$ cat config.mk
export PLATFORM = sky130hd
export DESIGN_NAME = clk_en_ctrl
export DESIGN_NICKNAME = d
export VERILOG_FILES = /design/src/rtl/clk_en_ctrl.sv
export SDC_FILE = /design/constraint.sdc
export NUM_CORES = 1
export LEC_CHECK = 0
export ABC_AREA = 1
export CORE_AREA = 4 4 82 65
export DETAILED_ROUTE_END_ITERATION = 6
export DIE_AREA = 0 0 86 69
export GPL_TIMING_DRIVEN = 0
export HOLD_SLACK_MARGIN = 0.05
export SYNTH_ARGS = -nofsm -noshare
export SYNTH_HDL_FRONTEND = slang
export SYNTH_SLANG_ARGS = --single-unit
$ cat constraint.sdc
create_clock -name clk -period 2.1 [get_ports clk]
set_input_delay 0.21 -clock clk [delete_from_list [all_inputs] [get_ports clk]]
set_output_delay 0.21 -clock clk [all_outputs]
set_load 0.03 [all_outputs]
$ cat src/rtl/clk_en_ctrl.sv
// Clock-enable controller: divides clk into one-cycle tick enables with run/stop and single-step.
// Optional tick counter output is built when CLK_CTRL_TICK_CNT_EN is defined.
module clk_en_ctrl #(
   parameter int unsigned DIV_W       = 8,
   parameter int unsigned DEFAULT_DIV = 4
) (
   input  logic             clk,
   input  logic             rst,
   input  logic             run,
   input  logic             step,
   input  logic [DIV_W-1:0] div_in,
   input  logic             div_load,
   output logic             div_ack,
   output logic             tick,
   output logic             running
`ifdef CLK_CTRL_TICK_CNT_EN
   ,
   output logic [15:0]      tick_cnt
`endif
);

   typedef enum logic [1:0] {IDLE, RUN, STEP} state_t;

   state_t           state;
   logic [DIV_W-1:0] cnt;
   logic [DIV_W-1:0] div_reg;
   logic [DIV_W-1:0] last;
   logic             wrap;
   logic             tick_set;
   logic             load_ok;

   // A zero ratio behaves as ratio 1, so the terminal count is 0 in both cases.
   always_comb begin
      last = '0;
      if (div_reg != '0) last = div_reg - DIV_W'(1);
   end

   assign wrap     = (cnt == last);
   assign tick_set = ((state == RUN) && run && wrap) || ((state == STEP) && wrap);

   // Loads land only where no period is in flight: quiet IDLE or a RUN period boundary.
   assign load_ok = div_load && !div_ack &&
                    (((state == IDLE) && !run && !step) ||
                     ((state == RUN) && run && wrap));

   assign running = (state != IDLE);

   always_ff @(posedge clk) begin
      if (rst) begin
         state   <= IDLE;
         cnt     <= '0;
         div_reg <= DIV_W'(DEFAULT_DIV);
         tick    <= 1'b0;
         div_ack <= 1'b0;
      end else begin
         div_ack <= load_ok;
         if (load_ok) div_reg <= div_in;

         case (state)
            IDLE: begin
               cnt  <= '0;
               tick <= 1'b0;
               if (run)       state <= RUN;
               else if (step) state <= STEP;
            end
            RUN: begin
               if (!run) begin
                  state <= IDLE;
                  cnt   <= '0;
                  tick  <= 1'b0;
               end else if (wrap) begin
                  tick <= 1'b1;
                  cnt  <= '0;
               end else begin
                  tick <= 1'b0;
                  cnt  <= cnt + DIV_W'(1);
               end
            end
            STEP: begin
               if (wrap) begin
                  tick  <= 1'b1;
                  cnt   <= '0;
                  state <= IDLE;
               end else begin
                  tick <= 1'b0;
                  cnt  <= cnt + DIV_W'(1);
               end
            end
            default: begin
               state <= IDLE;
               cnt   <= '0;
               tick  <= 1'b0;
            end
         endcase
      end
   end

`ifdef CLK_CTRL_TICK_CNT_EN
   always_ff @(posedge clk) begin
      if (rst)           tick_cnt <= '0;
      else if (load_ok)  tick_cnt <= '0;
      else if (tick_set) tick_cnt <= tick_cnt + 16'd1;
   end
`endif

endmodule
==> impl_results.md, run 1 <==
* Core area at 0.00444 sq mm
* Reg2reg end: div_reg[0]
* Worst rel slew slack at between 60 and 70%
* Cts bufs inserted at 3
* Synth warnings at 0
* Crit share post-route at 91.7%
* # IOs at 16
* Hold-critical path depth at 1
* WP data arrival at ~2100 ps
* Worst Max-Slew Pin Slew at 461 ps
* DRT iter0 DRCs at 62
* MaxCap Viol Count at 0
* Vias in the first global route at around 1,100
* Final Cell Area at 0.00168 sq mm
* Hold Path End: cnt[0]
* Sw Share at approximately 37%
* Sequential share of power at 37.9%
* Synth top area share at a little over 30%
* Largest cells by area after synthesis: dfxtp_1 (30%), nand2_1 (17%), inv_1 (8.8%)
* Unique masters post-synth at 24
* Antenna violations before repair at 0
* Final Hold Viols at 0
* GRT Util Overall at under 10%
* Placed insts at 285
* Site Rows at 21
* Clock slew at reported path FFs at 70 ps
* Power per cell area at 678 mW/mm^2
* Worst hold path type: flip-flop to flip-flop
* Clk_lat worst skew at 250 ps
* Avg Cell Area, Syn at slightly above 6 sq um
* Pin count of the biggest net entering global routing at 11
* Minimum clock period at 1930 ps
* # port buffers at 15
* Ant diodes at 0
* GPL Wtd Cong at 0.825
* CTS Hold Buffers Added at 0
* Setup TNS at 0 ps
* Filler cells at 489
* Setup crit end kind: flip-flop
* Vias per cell at approximately 4.4
* Clock Skew at 0.666 ps
* DP HPWL at 2240 um
* Area Overhead vs Synth at 27.2%
* R2r startpoint: div_reg[0]
* Die ar. at slightly below 0.006 sq mm
* CP max FO at 8
* Mapped Area at 0.00132 sq mm
* CP Launch Type: flip-flop
* Finish-stage setup viols at 0
* Dpl cell area at 0.00154 sq mm
* Status: finished clean
* Min Hold Slack at between 400 and 500 ps
* Crit Path Class: flip-flop to flip-flop
* First-pass GRT wire length at between 4000 and 5000 um
* Worst R2R Path Depth at 15
* Final Util at 37.8%
* CTS max path bufs at 2
* Syn nets at roughly 230
* DIE HEIGHT at 69 um
* Final Instance Count excl. Fillers at just under 300
* TritonCTS clock tree: yes
* Clock root buffer: clkbuf_8
* EDFF count, synth at 0
* First-pass DRT Iterations at 4
* Final wirelength at 2900 um
* Via count at ~1,300
* Leak at approximately 0.76 nW
* Syn Inst Count at around 210
* Die width at 86 um
* Starting density of the core at 29.7%
* Clock sinks at 20
* Worst vdd ir at 0.425 mV
* Max Freq at 0.519 GHz
* Post-synth top area cell: dfxtp_1
* Main synth FF type: dfxtp_1
* Synth top cells by count: nand2_1 (60), inv_1 (31), nor2_1 (30)
* Hold_sp: cnt[0]
* Sw power at 0.000421 W
* Clock share of power at 21.9%
* Register area share after synthesis at between 30% and 40%
* Layout Nets at 258
* Flop-to-flop setup slack at 170 ps
* DR WL/cell at 9.84 um
* Remaining antenna violation count at 0
* Remaining routing DRC violations at 0
* Worst endpoint required time at roughly 2300 ps
* Slew Viols, Final at 0
* Post-synthesis async set-or-reset flop share at 0%
* Cell internal pwr at 0.000718 W
* Comb pwr share at 40.2%
* #FFs+latches synth at 20
* Top-count cell post-synth: nand2_1
* CTS H-tree depth at 1
* Total grt overflow at 0
* Layout cells sized above 1 at 14.3%
[repair_timing]
| action | CTS | global route |
|---|---|---|
| endpoints found under the hold margin | 0 | 0 |
| setup buffers | 0 | 6 |
| setup endpoints to repair | 13 | 19 |
| pin swaps | 0 | 7 |
| gates resized for setup | 3 | 11 |
| cloned | 0 | 1 |
[placed cells by master (no fill, tap or decap)]
| cell type | synthesis | final |
|---|---|---|
| clkbuf_4 | 0 | 1 |
| dfxtp_1 | 20 | 18 |
| inv_1 | 31 | 29 |
| buf_6 | 1 | 1 |
| nor3_1 | 5 | 5 |
| dfxtp_2 | 0 | 2 |
| nor2_4 | 1 | 2 |
| buf_4 | 0 | 6 |
| nand2_1 | 60 | 57 |
| nand4_1 | 4 | 4 |
| ha_4 | 0 | 1 |
| clkbuf_8 | 0 | 3 |
| nor3b_4 | 0 | 1 |
| buf_2 | 1 | 1 |
| a31oi_1 | 1 | 1 |
| nand2_2 | 2 | 4 |
| o21ai_0 | 1 | 1 |
| nand2_4 | 1 | 2 |
| nor3b_1 | 1 | 1 |
| nand3_1 | 23 | 22 |
| o21ai_1 | 3 | 3 |
| nor2_2 | 5 | 4 |
| clkbuf_1 | 1 | 1 |
| a21oi_1 | 9 | 9 |
| inv_2 | 2 | 4 |
| nand3_2 | 0 | 1 |
| xor2_1 | 4 | 4 |
| nor2_1 | 30 | 30 |
| nand3_4 | 1 | 1 |
| clkdlybuf4s50_1 | 0 | 15 |
| ha_1 | 5 | 4 |
[metal layers]
metal	part of all wire [%]	vias up	global-route usage, %	wire length (um)
met5	0	-	0	0
met4	0.79	0	2.11	23
met2	39	19	13.1	1130
met3	4.5	2	3.45	130
li1	-	720	-	-
met1	56	566	15.2	1620
[how the worst max path moves through the flow]
stage,depth (start not counted),slack (ps),endpoint,start
after detailed placement,16,-100,div_reg[6],div_reg[0]
after floorplan,16,230,div_reg[6],div_reg[0]
final,15,170,div_reg[0],div_reg[0]
after global placement,16,-100,div_reg[6],div_reg[0]
after CTS,16,20,div_reg[6],div_reg[0]
after global routing,16,-8,div_reg[4],div_reg[0]
[metrics by stage]
| stage | worst slack (ps) | total power [W] |
|---|---|---|
| detailed placement | -101 | 0.000860 |
| global route | -8.48 | 0.00123 |
| floorplan | 228 | 0.000751 |
| CTS | 16.3 | 0.00112 |
| finish | 174 | 0.00114 |
| global placement | -96.9 | 0.000860 |
[cell families after synthesis]
group,count (synthesis),synth area share (%)
flip-flops,20,30.3
AND/OR/NAND/NOR,134,46.0
adder cells (fa/ha/maj),5,4.74
XOR/XNOR,4,2.65
buffers and inverters,36,10.9
AO/OA/AOI/OAI,14,5.40
[power groups by stage]
stage	sequential [W]	combinational (W)	clock (W)
2_1_floorplan	0.000434	0.000318	0
5_1_grt	0.000437	0.000523	0.000273
3_5_place_dp	0.000439	0.000421	0
6_report	0.000432	0.000458	0.000249
4_1_cts	0.000431	0.000427	0.000263
3_3_place_gp	0.000438	0.000423	0
[cell type report]
class                   instances  area (sq um)  share of cell area, %
repair buffers                 22           200                   11.9
plain buffers                   3          22.5                   1.34
clock buffers                   3          41.3                   2.46
well taps                      57          71.3                   4.25
multi-input cells             157           817                   48.7
flip-flops and latches         20           403                   24.0
inverters                      33           124                   7.38
[worst max-delay path, stage by stage, from the launching register on]
cell	delay, ps
dfxtp_2	330
inv_2	80
ha_4	140
nand2_2	60
nor2_4	180
nand2_4	100
buf_4	140
nand3_1	50
nand2_1	70
nand2_1	110
nor2_4	50
nand3_4	70
nand2_4	80
buf_2	160
a21oi_1	130
nor2_1	50
Note: power is estimated with default switching activity, not from simulation.
==> run 2: changes to the inputs <==
CORE_AREA = 4 4 89 70   (was 4 4 82 65)
DIE_AREA = 0 0 93 74   (was 0 0 86 69)
==> run 2 against run 1 <==
Wire length up 9.7%. Clock skew up 4.5 ps. Design area up 7.5%. Sequential share of layout area down 1.7 points. Cell count up 8.8%. Critical path depth unchanged. Combinational power up 13%. Clock-buffer cell count up 1. Highest routed layer unchanged.
==> impl_results.md, run 2 (synthesis gave the netlist of run 1 again) <==
* First-pass GRT wire length at 5290 um (+7.6%)
* DIE HEIGHT at 74 um (+7.2%)
* Min Hold Slack at 471 ps (+9.29 ps)
* Leak at 0.812 nW (+6.7%)
* Ant diodes at 0 (unchanged)
* MaxCap Viol Count at 0 (unchanged)
* CP bufs+invs at 3 (unchanged)
* Worst vdd ir at 0.456 mV (+7.2%)
* Core area at 0.00530 sq mm (+19%)
* Slew Viols, Final at 0 (unchanged)
* Via count at 1,352 (+3.4%)
* Minimum clock period at 2000 ps (+75.0 ps)
* First-pass DRT Iterations at 4 (unchanged)
* # port buffers at 15 (unchanged)
* Antenna violations before repair at 0 (unchanged)
* WP data arrival at 2160 ps (+80 ps)
* Worst hold path type: flip-flop to flip-flop
* Setup crit end kind: flip-flop
* Worst rel slew slack at 68.7% (-0.37 points)
* Crit share post-route at 95.3% (+3.6 points)
* Final Cell Area at 0.00180 sq mm (+7.5%)
* Worst endpoint required time at 2260 ps (about the same)
* Dpl cell area at 0.00156 sq mm (+1.5%)
* Remaining routing DRC violations at 0 (unchanged)
* DR WL/cell at 9.92 um (+0.83%)
* Final wirelength at 3190 um (+9.7%)
* Setup TNS at 0 ps (unchanged)
* Final Hold Viols at 0 (unchanged)
* Pin count of the biggest net entering global routing at 12 (+1)
* Total grt overflow at 0 (unchanged)
* R2r startpoint: div_reg[0]
* Clk_lat worst skew at 260 ps (about the same)
* Layout cells sized above 1 at 18.3% (+4.0 points)
* Die width at 93 um (+8.1%)
* CTS H-tree depth at 1 (unchanged)
* Worst-path cell chain: inv_2 -> ha_4 -> nand2_2 -> nor2_4 -> nand2_4 -> buf_4 -> nand4_1 -> nand2_1 -> nand2_1 -> nor2_4 -> nand3_4 -> nand2_4 -> clkbuf_16 -> a21oi_1 -> nor2_1
* Site Rows at 23 (+9.5%)
* Status: finished clean
* Crit Path Class: flip-flop to flip-flop
* Remaining antenna violation count at 0 (unchanged)
* GPL Wtd Cong at 0.831 (+0.76%)
* CTS max path bufs at 2 (unchanged)
* Clock Skew at 5.12 ps (+4.45 ps)
* CP Launch Type: flip-flop
* TritonCTS clock tree: yes
* Hold_sp: cnt[0]
* Worst Max-Slew Pin Slew at 466 ps (+5.48 ps)
* GRT Util Overall at 9.53% (-0.41 points)
* Most common cell after layout, fill and taps aside: nand2_1
* Area Overhead vs Synth at 36.7%
* Power per cell area at 692 mW/mm^2 (+2.0%)
* Max Freq at 0.500 GHz (-3.7%)
* Commonest cells after routing, fill and taps aside: nand2_1 (55), nor2_1 (30), inv_1 (29)
* DRT iter0 DRCs at 52 (-16%)
* Clock sinks at 20 (unchanged)
* DP HPWL at 2390 um (+6.7%)
* Vias per cell at 4.21 (-4.9%)
* Die ar. at 0.00688 sq mm (+16%)
* Worst path max stage delay at 330 ps (about the same)
* Clock root buffer: clkbuf_8
* Family with the most delay on the worst path: simple AND/OR/NAND/NOR gates
* Cts bufs inserted at 3 (unchanged)
* Starting density of the core at 24.9% (-4.8 points)
* Crit path launch: div_reg[0]
* CP max FO at 8 (unchanged)
* Vias in the first global route at 1,224 (+7.4%)
* Finish-stage setup viols at 0 (unchanged)
* # IOs at 16 (unchanged)
* Clock slew at reported path FFs at 80 ps (about the same)
* Layout Nets at 265 (+2.7%)
* Slowest cell on crit path: dfxtp_2
## run 2: cell type report
class,count,area (sq um)
Clock buffer,4,55.1
Timing Repair Buffer,29,273
Sequential cell,20,403
Buffer,3,23.8
Fill cell,595,3490
Inverter,33,124
Multi-Input combinational cell,157,832
Tap cell,75,93.8
## run 2: final timing paths
kind | end | slack [ps] | cells past startpoint
max | div_reg[7] | 100 | 15
max reg2reg | div_reg[7] | 100 | 15
min | cnt[0] | 470 | 1
min reg2reg | cnt[0] | 470 | 1
## run 2: per-layer routing
metal  track usage, %  up-vias  part of all wire, %
met4             2.44        0                 0.91
met2             14.0       25                   41
met1             13.5      594                   53
met3             3.03        4                  5.1
li1                 -      729                    -
met5                0        -                    0
## run 2: repair_timing
action                     CTS  global route
setup endpoints to repair   18            19
buffers inserted             1            12
gates cloned                 0             1
gates resized for setup      5            13
hold endpoints to repair     0             0
pin swaps                    1             7
hold buffers                 0             0
## run 2: power by group
group / leakage [nW] / total [W] / switching, W / internal (W)
Sequential: 0.163 / 0.000431 / 0.0000240 / 0.000407
Clock: 0.0288 / 0.000301 / 0.000134 / 0.000167
Combinational: 0.621 / 0.000516 / 0.000297 / 0.000219
## run 2: stage by stage
step	utilization [%]	std cells	total power (W)	setup WS (ps)
CTS	31.1	308	0.00118	21.0
floorplan	-	213	0.000751	228
global route	34.1	321	0.00135	-37.3
detailed placement	29.5	303	0.000866	-147
global placement	29.5	303	0.000860	-95.6
finish	34.1	321	0.00125	98.6
